`src/rtl/mips_pkg.sv`:
```
// Shared definitions for the multi-cycle MIPS control path: state encodings,
// opcode constants, datapath select codes and the packed control word.
package mips_pkg;

    typedef enum logic [3:0] {
        S_FETCH   = 4'd0,
        S_DECODE  = 4'd1,
        S_MEMADR  = 4'd2,
        S_MEMRD   = 4'd3,
        S_MEMWB   = 4'd4,
        S_MEMWR   = 4'd5,
        S_EXEC    = 4'd6,
        S_RTYPEWB = 4'd7,
        S_BEQ     = 4'd8,
        S_JUMP    = 4'd9,
        S_ADDIEX  = 4'd10,
        S_ADDIWB  = 4'd11
    } state_t;

    localparam logic [5:0] OP_RTYPE = 6'b000000;
    localparam logic [5:0] OP_LW    = 6'b100011;
    localparam logic [5:0] OP_SW    = 6'b101011;
    localparam logic [5:0] OP_BEQ   = 6'b000100;
    localparam logic [5:0] OP_J     = 6'b000010;
    localparam logic [5:0] OP_ADDI  = 6'b001000;

    localparam logic [1:0] ALUOP_ADD   = 2'b00;
    localparam logic [1:0] ALUOP_SUB   = 2'b01;
    localparam logic [1:0] ALUOP_FUNCT = 2'b10;

    localparam logic [1:0] ALUSRCB_B       = 2'b00;
    localparam logic [1:0] ALUSRCB_FOUR    = 2'b01;
    localparam logic [1:0] ALUSRCB_IMM     = 2'b10;
    localparam logic [1:0] ALUSRCB_IMM_SH2 = 2'b11;

    localparam logic [1:0] PCSRC_ALU    = 2'b00;
    localparam logic [1:0] PCSRC_ALUOUT = 2'b01;
    localparam logic [1:0] PCSRC_JUMP   = 2'b10;

    typedef struct packed {
        logic       pc_write;
        logic       branch;
        logic       iord;
        logic       mem_read;
        logic       mem_write;
        logic       ir_write;
        logic       mem_to_reg;
        logic       reg_dst;
        logic       reg_write;
        logic       alu_src_a;
        logic [1:0] alu_src_b;
        logic [1:0] alu_op;
        logic [1:0] pc_source;
        logic       illegal_op;
    } ctrl_t;

    // True for every opcode the control FSM knows how to sequence.
    function automatic logic opcode_legal(input logic [5:0] op);
        logic ok;
        case (op)
            OP_RTYPE, OP_LW, OP_SW, OP_BEQ, OP_J, OP_ADDI: ok = 1'b1;
            default:                                         ok = 1'b0;
        endcase
        return ok;
    endfunction

endpackage

```
`src/rtl/mc_next_state.sv`:
```
// Pure combinational next-state logic for the multi-cycle control FSM.
module mc_next_state
    import mips_pkg::*;
#(
    parameter int OPC_W = 6
) (
    input  logic [3:0]       state,
    input  logic [OPC_W-1:0] opcode,
    input  logic             mem_ready,
    output logic [3:0]       next_state
);

    // Next-state selection; unused encodings fall back to FETCH.
    always_comb begin
        next_state = S_FETCH;
        case (state)
            S_FETCH: begin
                if (mem_ready) begin
                    next_state = S_DECODE;
                end else begin
                    next_state = S_FETCH;
                end
            end
            S_DECODE: begin
                case (opcode)
                    OP_LW, OP_SW: next_state = S_MEMADR;
                    OP_RTYPE:     next_state = S_EXEC;
                    OP_BEQ:       next_state = S_BEQ;
                    OP_J:         next_state = S_JUMP;
                    OP_ADDI:      next_state = S_ADDIEX;
                    default:      next_state = S_FETCH;
                endcase
            end
            S_MEMADR: begin
                if (opcode == OP_SW) begin
                    next_state = S_MEMWR;
                end else begin
                    next_state = S_MEMRD;
                end
            end
            S_MEMRD: begin
                if (mem_ready) begin
                    next_state = S_MEMWB;
                end else begin
                    next_state = S_MEMRD;
                end
            end
            S_MEMWR: begin
                if (mem_ready) begin
                    next_state = S_FETCH;
                end else begin
                    next_state = S_MEMWR;
                end
            end
            S_EXEC:    next_state = S_RTYPEWB;
            S_ADDIEX:  next_state = S_ADDIWB;
            S_MEMWB, S_RTYPEWB, S_BEQ, S_JUMP, S_ADDIWB: next_state = S_FETCH;
            default:   next_state = S_FETCH;
        endcase
    end

endmodule

```
`src/rtl/multicycle_control.sv`:
```
// Main control FSM for the multi-cycle MIPS datapath: state register plus
// Moore output decode, with memory steps stalled by mem_ready.
module multicycle_control
    import mips_pkg::*;
#(
    parameter int OPC_W   = 6,
    parameter int STATE_W = 4
) (
    input  logic               clk,
    input  logic               rst,
    input  logic [OPC_W-1:0]   opcode,
    input  logic               zero,
    input  logic               mem_ready,
    output logic               pc_en,
    output logic               pc_write,
    output logic               branch,
    output logic               iord,
    output logic               mem_read,
    output logic               mem_write,
    output logic               ir_write,
    output logic               mem_to_reg,
    output logic               reg_dst,
    output logic               reg_write,
    output logic               alu_src_a,
    output logic [1:0]         alu_src_b,
    output logic [1:0]         alu_op,
    output logic [1:0]         pc_source,
    output logic               illegal_op,
    output logic [STATE_W-1:0] state_dbg
);

    logic [3:0] state_r;
    logic [3:0] next_state_s;
    ctrl_t      ctrl_s;
    ctrl_t      ctrl_out_s;

    mc_next_state #(.OPC_W(OPC_W)) u_next_state (
        .state      (state_r),
        .opcode     (opcode),
        .mem_ready  (mem_ready),
        .next_state (next_state_s)
    );

    // State register; reset drops straight back to FETCH, abandoning any write-back.
    always_ff @(posedge clk or posedge rst) begin
        if (rst) begin
            state_r <= S_FETCH;
        end else begin
            state_r <= next_state_s;
        end
    end

    // Output decode from the current state; PC/IR only load when the fetch completes.
    always_comb begin
        ctrl_s = {$bits(ctrl_t){1'b0}};
        case (state_r)
            S_FETCH: begin
                ctrl_s.mem_read  = 1'b1;
                ctrl_s.alu_src_b = ALUSRCB_FOUR;
                ctrl_s.alu_op    = ALUOP_ADD;
                ctrl_s.pc_source = PCSRC_ALU;
                ctrl_s.ir_write  = mem_ready;
                ctrl_s.pc_write  = mem_ready;
            end
            S_DECODE: begin
                ctrl_s.alu_src_b  = ALUSRCB_IMM_SH2;
                ctrl_s.alu_op     = ALUOP_ADD;
                ctrl_s.illegal_op = ~opcode_legal(opcode);
            end
            S_MEMADR, S_ADDIEX: begin
                ctrl_s.alu_src_a = 1'b1;
                ctrl_s.alu_src_b = ALUSRCB_IMM;
                ctrl_s.alu_op    = ALUOP_ADD;
            end
            S_MEMRD: begin
                ctrl_s.mem_read = 1'b1;
                ctrl_s.iord     = 1'b1;
            end
            S_MEMWB: begin
                ctrl_s.reg_write  = 1'b1;
                ctrl_s.mem_to_reg = 1'b1;
            end
            S_MEMWR: begin
                ctrl_s.mem_write = 1'b1;
                ctrl_s.iord      = 1'b1;
            end
            S_EXEC: begin
                ctrl_s.alu_src_a = 1'b1;
                ctrl_s.alu_src_b = ALUSRCB_B;
                ctrl_s.alu_op    = ALUOP_FUNCT;
            end
            S_RTYPEWB: begin
                ctrl_s.reg_write = 1'b1;
                ctrl_s.reg_dst   = 1'b1;
            end
            S_BEQ: begin
                ctrl_s.alu_src_a = 1'b1;
                ctrl_s.alu_src_b = ALUSRCB_B;
                ctrl_s.alu_op    = ALUOP_SUB;
                ctrl_s.branch    = 1'b1;
                ctrl_s.pc_source = PCSRC_ALUOUT;
            end
            S_JUMP: begin
                ctrl_s.pc_write  = 1'b1;
                ctrl_s.pc_source = PCSRC_JUMP;
            end
            S_ADDIWB: begin
                ctrl_s.reg_write = 1'b1;
            end
            default: begin
                ctrl_s = {$bits(ctrl_t){1'b0}};
            end
        endcase
    end

    // Hold every control line low for as long as reset is asserted.
    always_comb begin
        if (rst) begin
            ctrl_out_s = {$bits(ctrl_t){1'b0}};
        end else begin
            ctrl_out_s = ctrl_s;
        end
    end

    assign pc_write   = ctrl_out_s.pc_write;
    assign branch     = ctrl_out_s.branch;
    assign iord       = ctrl_out_s.iord;
    assign mem_read   = ctrl_out_s.mem_read;
    assign mem_write  = ctrl_out_s.mem_write;
    assign ir_write   = ctrl_out_s.ir_write;
    assign mem_to_reg = ctrl_out_s.mem_to_reg;
    assign reg_dst    = ctrl_out_s.reg_dst;
    assign reg_write  = ctrl_out_s.reg_write;
    assign alu_src_a  = ctrl_out_s.alu_src_a;
    assign alu_src_b  = ctrl_out_s.alu_src_b;
    assign alu_op     = ctrl_out_s.alu_op;
    assign pc_source  = ctrl_out_s.pc_source;
    assign illegal_op = ctrl_out_s.illegal_op;
    assign pc_en      = ctrl_out_s.pc_write | (ctrl_out_s.branch & zero);
    assign state_dbg  = STATE_W'(state_r);

endmodule

```
`config.mk`:
```
export PLATFORM = sky130hd
export DESIGN_NAME = multicycle_control
export DESIGN_NICKNAME = d
export VERILOG_FILES = /design/src/rtl/mips_pkg.sv /design/src/rtl/mc_next_state.sv /design/src/rtl/multicycle_control.sv
export SDC_FILE = /design/constraint.sdc
export NUM_CORES = 1
export LEC_CHECK = 0
export CAP_MARGIN = 25
export CORE_AREA = 5 5 45 47
export CTS_CLUSTER_SIZE = 25
export DETAILED_ROUTE_END_ITERATION = 10
export DIE_AREA = 0 0 50 52
export GPL_TIMING_DRIVEN = 0
export PLACE_DENSITY = 0.8
export SLEW_MARGIN = 20
export SYNTH_ARGS = -nofsm -noshare
export SYNTH_HDL_FRONTEND = slang
export SYNTH_SLANG_ARGS = --single-unit
```
`constraint.sdc`:
```
create_clock -name clk -period 3.3 [get_ports clk]
set_input_delay 0.495 -clock clk [delete_from_list [all_inputs] [get_ports clk]]
set_output_delay 0.495 -clock clk [all_outputs]
set_load 0.02 [all_outputs]
```
After elaboration in Yosys (flattened, before gate mapping):

Index checks and enable logic that the tools add are counted.

* div/mod/pow operators: 0
* reduce and logical (&&, ||, !) cells: 9
* add/sub/neg operators: 0
* muxes and demuxes: 22
* shifts and indexed selects: 0
* equal/unequal tests: 16
* bitwise gates (word level): 3
* $mul: 0
* $lt $le $gt $ge: 0

Operator list (count)
* case mux 4 bit (5 select lines): 2
* case mux 4 bit (7 select lines): 1
* 2-to-1 mux 17 bit: 1
* == test 4 x 3 -> 1 bit, second input constant: 4
* == test 4 bit, second input constant: 4
* 2-to-1 mux 1 bit: 13
* == test 6 bit, second input constant: 2
* 2-to-1 mux 3 bit: 3
* == test 4 x 2 -> 1 bit, second input constant: 2
* OR reduction 2 bit: 4
* == test 6 x 2 -> 1 bit, second input constant: 1
* == test 6 x 3 -> 1 bit, second input constant: 1
* == test 6 x 4 -> 1 bit, second input constant: 1
* zero test 6 bit: 1
* OR reduction 6 bit: 1
* == test 4 x 1 -> 1 bit, second input constant: 1
* zero test 4 bit: 1
* case mux 2 bit (2 select lines): 1
* OR reduction 4 bit: 1
* OR reduction 3 bit: 1
* case mux 1 bit (2 select lines): 1
* bitwise AND 1 bit: 1
* inverter 1 bit: 1
* OR 1 bit: 1

* memory bits (writable): 0
* bits in latches: 0
* output and inout bits: 22
* register bits: 4
* bits of input ports: 10
* logic and storage cells: 51
* memories: 0
* ROM bits: 0

Depth between registers and ports, before layout:

Gate-level depths: netlist of the first run.

* depth in word-level cells: 9
* mapped depth: 6
* mapped depth without buffers: 3

Modules after synthesis:

From an unflattened synthesis of the first run, not the netlist that was laid out.

* cells, all modules: 85
* area total of the unflattened synthesis: 640.6 sq um

By module, submodules not included
* multicycle_control: cells an instance 49, area an instance 372.9 sq um, sequential area each 100.1 sq um, times used 1
* mc_next_state: cells an instance 36, area an instance 267.8 sq um, sequential area each 0.0 sq um, times used 1

Least setup slack after synthesis of the first run:

Ideal clock, no wire load.

* kind: register -> output
* start: reg state_r[1], in the netlist state_dbg[1]
* end: out alu_src_a
* stages on the path, launching flop included: 5
* data arrival time: 2.004 ns
* path buffers: 2
* data required time: 2.805 ns
* path slack: 0.801 ns
* cell sequence: dfrtp_1 -> buf_2 -> buf_2 -> nor2_1 -> a2111oi_0

* longest elaborated chain between the ends: 4
* elaborated cells between the ends (all ways): 7
* those cells by class: eq/ne: 4; mux: 2; reduce/logical: 1

RTL lines
* start: declaration: line multicycle_control.sv:32 `logic [3:0] state_r;`
* start signal: assignment: line multicycle_control.sv:49 `state_r <= next_state_s;`
* == test 4 bit, or another cell as far along: line multicycle_control.sv:56 `case (state_r)`
* OR reduction 4 bit (no line) (*)
* 2-to-1 mux 1 bit (*): line multicycle_control.sv:56
* 2-to-1 mux 17 bit (*): line multicycle_control.sv:118 `if (rst) begin`
* end: declaration: line multicycle_control.sv:24 `output logic alu_src_a,`

Every way passes the cells marked *; elsewhere a longest branch is shown, timed or not.

Final worst setup path of the first run:

* start: in rst
* end: out pc_source[0]

* longest elaborated chain between the ends: 1

RTL lines
* start: declaration: line multicycle_control.sv:10 `input logic rst,`
* 2-to-1 mux 17 bit: line multicycle_control.sv:118
* end: declaration: line multicycle_control.sv:27 `output logic [1:0] pc_source,`

Every way passes these cells.

==> results of run 1 <==
-- where the power goes --
group	total [mW]	leakage (nW)	internal (mW)	switching [mW]
Combinational	0.485	0.334	0.223	0.262
Sequential	0.0836	0.0537	0.0651	0.0185
Clock	0.0634	0.0138	0.0409	0.0225
Total	0.632	0.402	0.329	0.303
-- per-layer routing --
metal  GRT usage (%)  share of wire [%]
met1            18.4                 41
met3            3.15                6.2
met2            27.2                 51
met4            3.93                1.3
met5               0                  0
-- cells by family (layout without fill, tap and decap cells) --
logic type	after synthesis	in the layout	synth area share, %
XOR/XNOR	3	3	4.14
flip-flops	4	4	15.8
AND/OR/NAND/NOR	46	46	44.4
AO/OA/AOI/OAI	20	20	22.3
adder cells (fa/ha/maj)	1	1	1.58
buffers and inverters	12	46	10.1
multiplexers	1	1	1.78
-- stage by stage --
stage | utilization [%] | cell area [um^2]
after floorplan | - | 634
after global placement | 59.8 | 966
after detailed placement | 59.8 | 966
after CTS | 61.2 | 988
after global routing | 61.2 | 988
final | 61.2 | 988
-- synth_stat cells --
library cell	instances	area (um^2)
a2111oi_0	1	8.76
a211o_1	1	8.76
a211oi_1	1	7.51
a21oi_1	2	10.0
a221o_1	1	10.0
a31oi_1	3	18.8
and2_1	1	6.26
and3_1	1	6.26
and4b_1	2	20.0
buf_2	6	30.0
buf_4	1	7.51
buf_6	1	11.3
clkbuf_1	1	3.75
dfrtp_1	4	100
inv_1	3	11.3
maj3_1	1	10.0
mux2_2	1	11.3
nand2_1	6	22.5
nand2b_1	4	25.0
nand3_1	1	5.00
nand3b_1	1	7.51
nand4b_1	2	17.5
nand4bb_1	1	11.3
nor2_1	11	41.3
nor3_1	5	25.0
nor3_2	1	10.0
nor3b_1	1	7.51
nor4_1	1	6.26
nor4b_1	4	35.0
o21a_1	2	15.0
o21ai_0	7	35.0
o221a_2	1	11.3
o41ai_2	1	16.3
or2_2	2	12.5
or3b_1	1	8.76
or4b_4	1	13.8
xor2_1	3	26.3
-- tightest hold or removal path, delay by kind of cell, from the launching register on --
| kind | cells | cell delay (ns) |
|---|---|---|
| DFF | 1 | 0.35 |
| AOI/OAI and AO/OA | 1 | 0.08 |
| and+or+nand+nor | 1 | 0.16 |
-- cell type report --
type / count / area share (%)
Multi-Input combinational cell: 71 / 47.6
Buffer: 9 / 5.32
Sequential cell: 4 / 10.1
Inverter: 3 / 1.14
Tap cell: 17 / 2.15
Timing Repair Buffer: 31 / 31.4
Clock buffer: 3 / 2.28
-- path summary, 6_finish.rpt --
| check | startpoint | endpoint | cells past startpoint |
|---|---|---|---|
| setup / recovery | rst | pc_source[0] | 6 |
| hold / removal | state_dbg[1] | state_dbg[3] | 2 |
| setup reg to reg | state_dbg[2] | state_dbg[3] | 3 |
| hold reg to reg | state_dbg[1] | state_dbg[3] | 2 |
| max in group asynchronous | rst | state_dbg[3] | 2 |
| min in group asynchronous | rst | state_dbg[1] | 2 |
==> results.toml, run 1 <==
[status]
outcome = "completed"

[power]
ir_worst_vdd_mv = 0.279
power_mw = 0.632
p_leak_nw = 0.402
cellPowerDensity_nw_per_um2 = 640

[floorplan]
dieArea_um2 = 2600
rows = 15
io_pins = 32
start_util_pct = 39.3
die-height_um = 52
coreArea_um2 = 1610
fp.dieW_um = 50

[clock_tree]
numCtsBuffers = 3
path_clk_slew_ns = 0.04
h-tree-depth = 1
postCtsSetupBuffers = 0
clock_path_buffers = 2
clock-sinks = 4
clockRootBuffer = "clkbuf_4"
holdBufCountCts = 0
cts_tree = "done"
clk_latency_ns = 0.24
ctsResizeCount = 0

[final_layout]
areaGrowthSynthToFinish_pct = 55.8
mostFrequentLayoutCells = "31 x clkdlybuf4s50_1, 11 x nor2_1, 7 x o21ai_0"
diodes = 0
stdcell_count = 138
nets = 133
multiInputGateArea_um2 = 470
drive_gt1_share_pct = 14.9
final_common_cell = "clkdlybuf4s50_1"
largest_register_ffs = 4
regArea_um2 = 100
n_fill_cell = 147

[timing]
period_share_pct = 86.2
rsz0062_at_grt = "no"
slew_viol_final = 0
min_period_ns = 2.84
finalSetupViolCount = 0
hold_viol = 0
slew_headroom_pct = 72.8
postLayoutSetupSlackWorst_ns = 0.457
hold_ws_ns = 0.634
worst_pin_slew_ns = 0.408
max_freq_mhz = 352
setup_tns_ns = 0
skew_ns = 0.00469

[yosys]
syn_area_um2 = 634
netlist_instances = 87
synth_nets = 97
synth_seq_cells = 4
synth_seq_area_share_pct = 15.8
synth_cell_types = 37
avgSynthCellArea_um2 = 7.29
ys_warn_count = 0

[global_route]
grt_max_degree = 11
antenna_found_initial = 0
grt_pass1_wl_um = 3190
grt_usage_pct = 15.3
grt_overflow = 0
first_global_vias = 710

[critical_path]
cpLargestDelayFamily = "buffers and inverters"
crit_slowest_cell = "clkdlybuf4s50_1"
critPathCaptureType = "primary output"
cp_max_fo = 6
cp-start-kind = "input pin"
worstPathArrival_ns = 2.35
path_cells = "clkdlybuf4s50_1, nor2_1, nand2_1, nor3_1, buf_4, clkdlybuf4s50_1"
worstPathRequired_ns = 2.80
cp_num_buf_inv = 3
cpMostUsedCell = "clkdlybuf4s50_1"
critical_path_class = "input pin to primary output"
r2r_setup_slack_ns = 1.81
crit_path_max_incr_delay_ns = 0.59

[route]
finalWirelength_um = 2040
drcViolationCount = 0
vias = 798
firstDrtPassIters = 4
final_antenna_net_count = 0
viasPerCell = 5.78
wl_per_cell_um = 14.8
drtIter0Drc = 37

[place]
portBuffers = 31
place_ws_ns = 0.491
gp_congestion = 0.850
hpwl_um = 1570
dp_cells = 135

[flow_run]
maxCapViolCount = 0

[hold_path]
hold_path.class = "register to register"
Power figures use the tool's default switching activity.
==> inputs of run 2 (changes only) <==
- ABC_AREA: unset -> 1
- CORE_AREA: 5 5 45 47 -> 5 5 43 45
- DIE_AREA: 0 0 50 52 -> 0 0 48 50
- REMOVE_ABC_BUFFERS: unset -> 1
==> run 2 against run 1 <==
  * Count of clock-buffer cells in the layout stayed put
  * Non-clock buffer count fell by 9
  * Register-to-register slack improved by 0.32 ns
  * First-iteration DRC count down 68%
  * Area after synthesis decreased by 16%
  * Critical endpoint is now pc_en
==> results.toml, run 2 <==
[place]
hpwl_um = 1320
gp_congestion = 0.850
dp_cells = 148
portBuffers = 31

[hold_path]
hold_path.class = "register to register"
worstHoldPathCells = 3
hp-start = "state_dbg[0]"
hold_end = "state_dbg[1]"

[floorplan]
start_util_pct = 36.9
rows = 14
coreArea_um2 = 1440
dieArea_um2 = 2400
die-height_um = 50
io_pins = 32
fp.dieW_um = 48

[timing]
skew_ns = 0.00580
setup_tns_ns = 0
max_freq_mhz = 348
finalSetupViolCount = 0
period_share_pct = 87.1
slew_headroom_pct = 72.9
rsz0062_at_grt = "no"
min_period_ns = 2.87
slew_viol_final = 0
worst_pin_slew_ns = 0.405
hold_viol = 0

[clock_tree]
numCtsBuffers = 3
clockRootBuffer = "clkbuf_4"
clk_latency_ns = 0.24
ctsResizeCount = 0
clock_path_buffers = 2
path_clk_slew_ns = 0.04
clock-sinks = 4
postCtsSetupBuffers = 0
holdBufCountCts = 0
cts_tree = "done"
h-tree-depth = 1

[critical_path]
crit_slowest_cell = "clkdlybuf4s50_1"
path_cells = "clkdlybuf4s50_1, inv_1, nand3_1, inv_1, nand2_1, nand3_1, clkdlybuf4s50_1"
cp_max_fo = 12
r2r_setup_slack_ns = 2.13
rr_worst_depth = 6
rr_startpoint = "state_dbg[1]"
critPathCaptureType = "primary output"
cp-start-kind = "input pin"
worstPathRequired_ns = 2.80
worstPathArrival_ns = 2.38
r2r_end = "state_dbg[0]"
crit_path_max_incr_delay_ns = 0.61
critical_path_class = "input pin to primary output"

[yosys]
netlist.area_leader.share_pct = 18.9
netlist_instances = 103
synth_seq_area_share_pct = 18.9
avgSynthCellArea_um2 = 5.15
yosysMostFrequentCell = "nand2_1"
ys_warn_count = 0
synth_seq_cells = 4
synthTopCellsByCount = "23 x nand2_1, 21 x nor2_1, 18 x inv_1, 16 x nand3_1, 6 x nor2_2"
synth_area_leaders = "dfrtp_1 19%, nand2_1 16%, nand3_1 15%"
synth_top_cell_by_area = "dfrtp_1"
synth_cell_types = 15
synth_edf_count = 0
syn_area_um2 = 531
ys.flop_type = "dfrtp_1"
synth-async-reset-ratio_pct = 100

[final_layout]
areaGrowthSynthToFinish_pct = 64.4
mostFrequentLayoutCells = "31 x clkdlybuf4s50_1, 23 x nand2_1, 21 x nor2_1"
diodes = 0
largest_register_ffs = 4
final_common_cell = "clkdlybuf4s50_1"
drive_gt1_share_pct = 8.15
stdcell_count = 151
nets = 147

[route]
drtIter0Drc = 12
finalWirelength_um = 1570
viasPerCell = 4.83
drcViolationCount = 0
vias = 729
firstDrtPassIters = 4
final_antenna_net_count = 0
wl_per_cell_um = 10.4

[global_route]
gr-max-usage-layer = "met2"
first_global_vias = 640
grt_use_met3_pct = 2.91
grt_overflow = 0
grt_max_degree = 13
grt_usage_pct = 13.8
grt_pass1_wl_um = 2440
antenna_found_initial = 0
grt_util_met1_pct = 14.3
grtUsageMet2_pct = 23.1

[power]
p_leak_nw = 0.475
cellPowerDensity_nw_per_um2 = 478
ir_worst_vdd_mv = 0.276

[status]
outcome = "completed"

[flow_run]
maxCapViolCount = 0
-- run 2: stage by stage --
stage	total power, mW	hold WS [ns]	instance area (um^2)	setup WS [ns]	util (%)
after floorplan	0.240	0.286	519	1.40	-
final	0.417	0.726	872	0.427	60.7
after global placement	0.355	0.700	850	0.422	59.1
after CTS	0.419	0.716	872	0.405	60.7
after detailed placement	0.357	0.714	850	0.407	59.1
after global routing	0.453	0.756	872	0.255	60.7
-- run 2: per-layer routing --
layer | share of wire [%] | vias to the layer above
met2 | 51 | 35
li1 | - | 388
met1 | 36 | 304
met5 | 0 | -
met4 | 1.1 | 0
met3 | 12 | 2
-- run 2: final cells by class --
type,count,area (um^2)
clock buffers,3,22.5
fillers,150,564
inverters,19,71.3
multi-input cells,78,348
flip-flops and latches,4,100
well taps,16,20.0
repair buffers,31,310
-- run 2: power by group --
group,switching (mW),total (mW),internal [mW]
Sequential,0.0170,0.0775,0.0606
Clock,0.0200,0.0606,0.0406
Combinational,0.163,0.279,0.116
-- run 2: worst max-delay path by stage --
stage                 startpoint  slack, ns  endpoint  cells past startpoint
floorplan           state_dbg[3]       1.40     pc_en                      6
CTS                          rst       0.40     pc_en                      7
global route                 rst       0.26     pc_en                      7
finish                       rst       0.43     pc_en                      7
global placement             rst       0.42     pc_en                      7
detailed placement           rst       0.41     pc_en                      7
-- run 2: cells by family after synthesis --
| family | Yosys count | synth area share, % |
|---|---|---|
| AOI/OAI and AO/OA | 8 | 8.25 |
| and+or+nand+nor | 70 | 57.3 |
| buffers and inverters | 21 | 15.6 |
| DFF | 4 | 18.9 |
-- run 2: critical path: cells and delay by family --
kind / cells / cell delay [ns]
buf+inv: 4 / 1.62
simple gates: 3 / 0.26
==> patch (settings of run 1) <==
The parameter `STATE_W` goes from 4 to 5.
--- a/src/rtl/multicycle_control.sv
+++ b/src/rtl/multicycle_control.sv
@@ -4,7 +4,7 @@
     import mips_pkg::*;
 #(
     parameter int OPC_W   = 6,
-    parameter int STATE_W = 4
+    parameter int STATE_W = 5
 ) (
     input  logic               clk,
     input  logic               rst,
Ports: changed (resized state_dbg); port bits go from 32 to 33. The function was not compared with the original's and may differ.
==> patch against run 1 <==
Power down 1.4%. Sequential cell count unchanged. Clock power down 3.9%. Final area up 1.1%. Wire length down 8.3%. Area after synthesis up 1.8%. Combinational power down 1%. Non-clock buffer count up 1. Global-route usage down 0.58 points. Critical path type unchanged. Die area unchanged. Largest power group unchanged. Via count down 3.8%. Fmax up 1.0%. Setup slack better by 0.029 ns.
==> patch: results (changes against run 1) <==
metric	value	unit	change
status	finished, final reports clean		
post-DP HPWL	1.485	mm	-5.7%
distinct cell type count of the synthesized netlist	38		+2.7%
CTS H-tree depth	1		unchanged
antenna violations before repair	0		unchanged
FF-to-FF Start	state_r[2]		
Critical R2R Capture	state_r[3]		
CP max FO	6		unchanged
WL final	1.869	mm	-8.3%
Most used DFF post-synth	dfrtp_1		
r2r setup slk	1.82	ns	
Fillers	137		-6.8%
Via density	5.486		-5.1%
slowest cell on the critical path	clkdlybuf4s50_1		
peak supply drop	0.0003071	V	+10%
initial drt markers	8		-78%
routability congestion estimate	0.8066		-5.2%
CTS Buffer Depth	2		unchanged
r2r worst-path depth	3		unchanged
diode count	0		unchanged
vias in the first global route	728		+2.5%
post-CTS setup buffers	0		unchanged
clk root buf	clkbuf_4		
Hold Crit Class	input pin to asynchronous set/reset pin		
share of cells above drive strength 1	15.45	%	+0.57 points
largest net degree at the start of global routing	11		unchanged
skew final	0.009027	ns	+0.004339 ns
drt first pass iters	4		unchanged
cts bufs inserted	3		unchanged
max incr delay on CP	0.59	ns	about the same
clock-pin slew on the worst setup and hold paths	0.04	ns	about the same
Area after DPL	977.2	um2	+1.2%
crit path from	rst		
Seq/Total Area, Yosys	15.50	%	-0.28 points
CTS-repair resized insts	0		unchanged
Clock Latency Late Sink	0.24	ns	about the same
first-pass GRT wire length	3.077	mm	-3.5%
Synth area leaders	dfrtp_1 16%, nor2_1 6.4%, nor4b_1 5.4%		
Final #Nets	135		+1.5%
total global-route track usage	14.74	%	-0.58 points
Yosys Warn Count	0		unchanged
ys async rst share	100.0	%	unchanged
Largest regs	state_r: 4 flops		
worst setup path end	pc_source[0]		
Synth top cells by count	11 x nor2_1, 7 x o21ai_0, 6 x buf_2, 6 x nand2_1, 5 x nor3_1		
Leak	0.4106	nW	+2.2%
critical path arrival	2.32	ns	-0.03 ns
Port-buffer cells	31		unchanged
number of synthesized flops with an enable pin	0		unchanged
Syn Nets	99		+2.1%
## patch: worst max-delay path, delay by kind of cell
family	cells	cell delay (ns)
buffers and inverters	3	1.24
AND/OR/NAND/NOR	3	0.59
## patch: cells by family (layout without fill, tap and decap cells)
logic type / count (synthesis) / count (layout) / synth area share [%]
AND/OR/NAND/NOR: 46 / 46 / 43.60
AO/OA/AOI/OAI: 20 / 20 / 21.90
buffers and inverters: 13 / 47 / 11.05
flip-flops: 4 / 4 / 15.50
XOR/XNOR: 3 / 3 / 4.071
adder cells (fa/ha/maj): 1 / 1 / 1.550
other: 1 / 1 / 0.5808
multiplexers: 1 / 1 / 1.744
## patch: per-stage QoR
stage | total power (W) | hold slack, ns | std cells | setup WS [ns] | utilization [%]
final | 0.0006235 | 0.5995 | 140 | 0.4856 | 61.94
after global routing | 0.0006683 | 0.6407 | 140 | 0.3488 | 61.94
after CTS | 0.0006254 | 0.6083 | 140 | 0.4795 | 61.94
after detailed placement | 0.0005631 | 0.6220 | 137 | 0.4812 | 60.54
after global placement | 0.0005548 | 0.6253 | 137 | 0.5060 | 60.54
after floorplan | 0.0003910 | 0.2668 | 89 | 0.8008 | -
## patch: routing by layer
| layer | vias up | share of wire, % | GRT usage (%) |
|---|---|---|---|
| met5 | - | 0 | 0 |
| met4 | 0 | 0.59 | 5.240 |
| met3 | 2 | 5.2 | 2.579 |
| met2 | 22 | 54 | 28.03 |
| met1 | 352 | 41 | 15.92 |
| li1 | 392 | - | - |
## patch: cell type report
class	count	area, um2	area share (%)
Tap cell	17	21.27	2.128
Buffer	10	60.06	6.008
Timing Repair Buffer	31	310.3	31.04
Inverter	3	11.26	1.126
Sequential cell	4	100.1	10.01
Multi-Input combinational cell	72	474.2	47.43
Clock buffer	3	22.52	2.253
## patch: worst min path at each step
stage                 endpoint  cells past startpoint        from  slack (ns)
floorplan           state_r[0]                      1         rst        0.27
global placement    state_r[3]                      2  state_r[1]        0.63
detailed placement  state_r[3]                      2  state_r[3]        0.62
CTS                 state_r[3]                      2         rst        0.61
global route        state_r[3]                      2         rst        0.64
finish              state_r[3]                      2         rst        0.60
## patch: power by group
group | total [W] | internal, W | leakage, nW | switching, W
clock | 0.0000609 | 0.0000407 | 0.0138 | 0.0000202
combinational | 0.000480 | 0.000225 | 0.343 | 0.000256
sequential | 0.0000821 | 0.0000652 | 0.0537 | 0.0000169
total | 0.000623 | 0.000330 | 0.411 | 0.000293
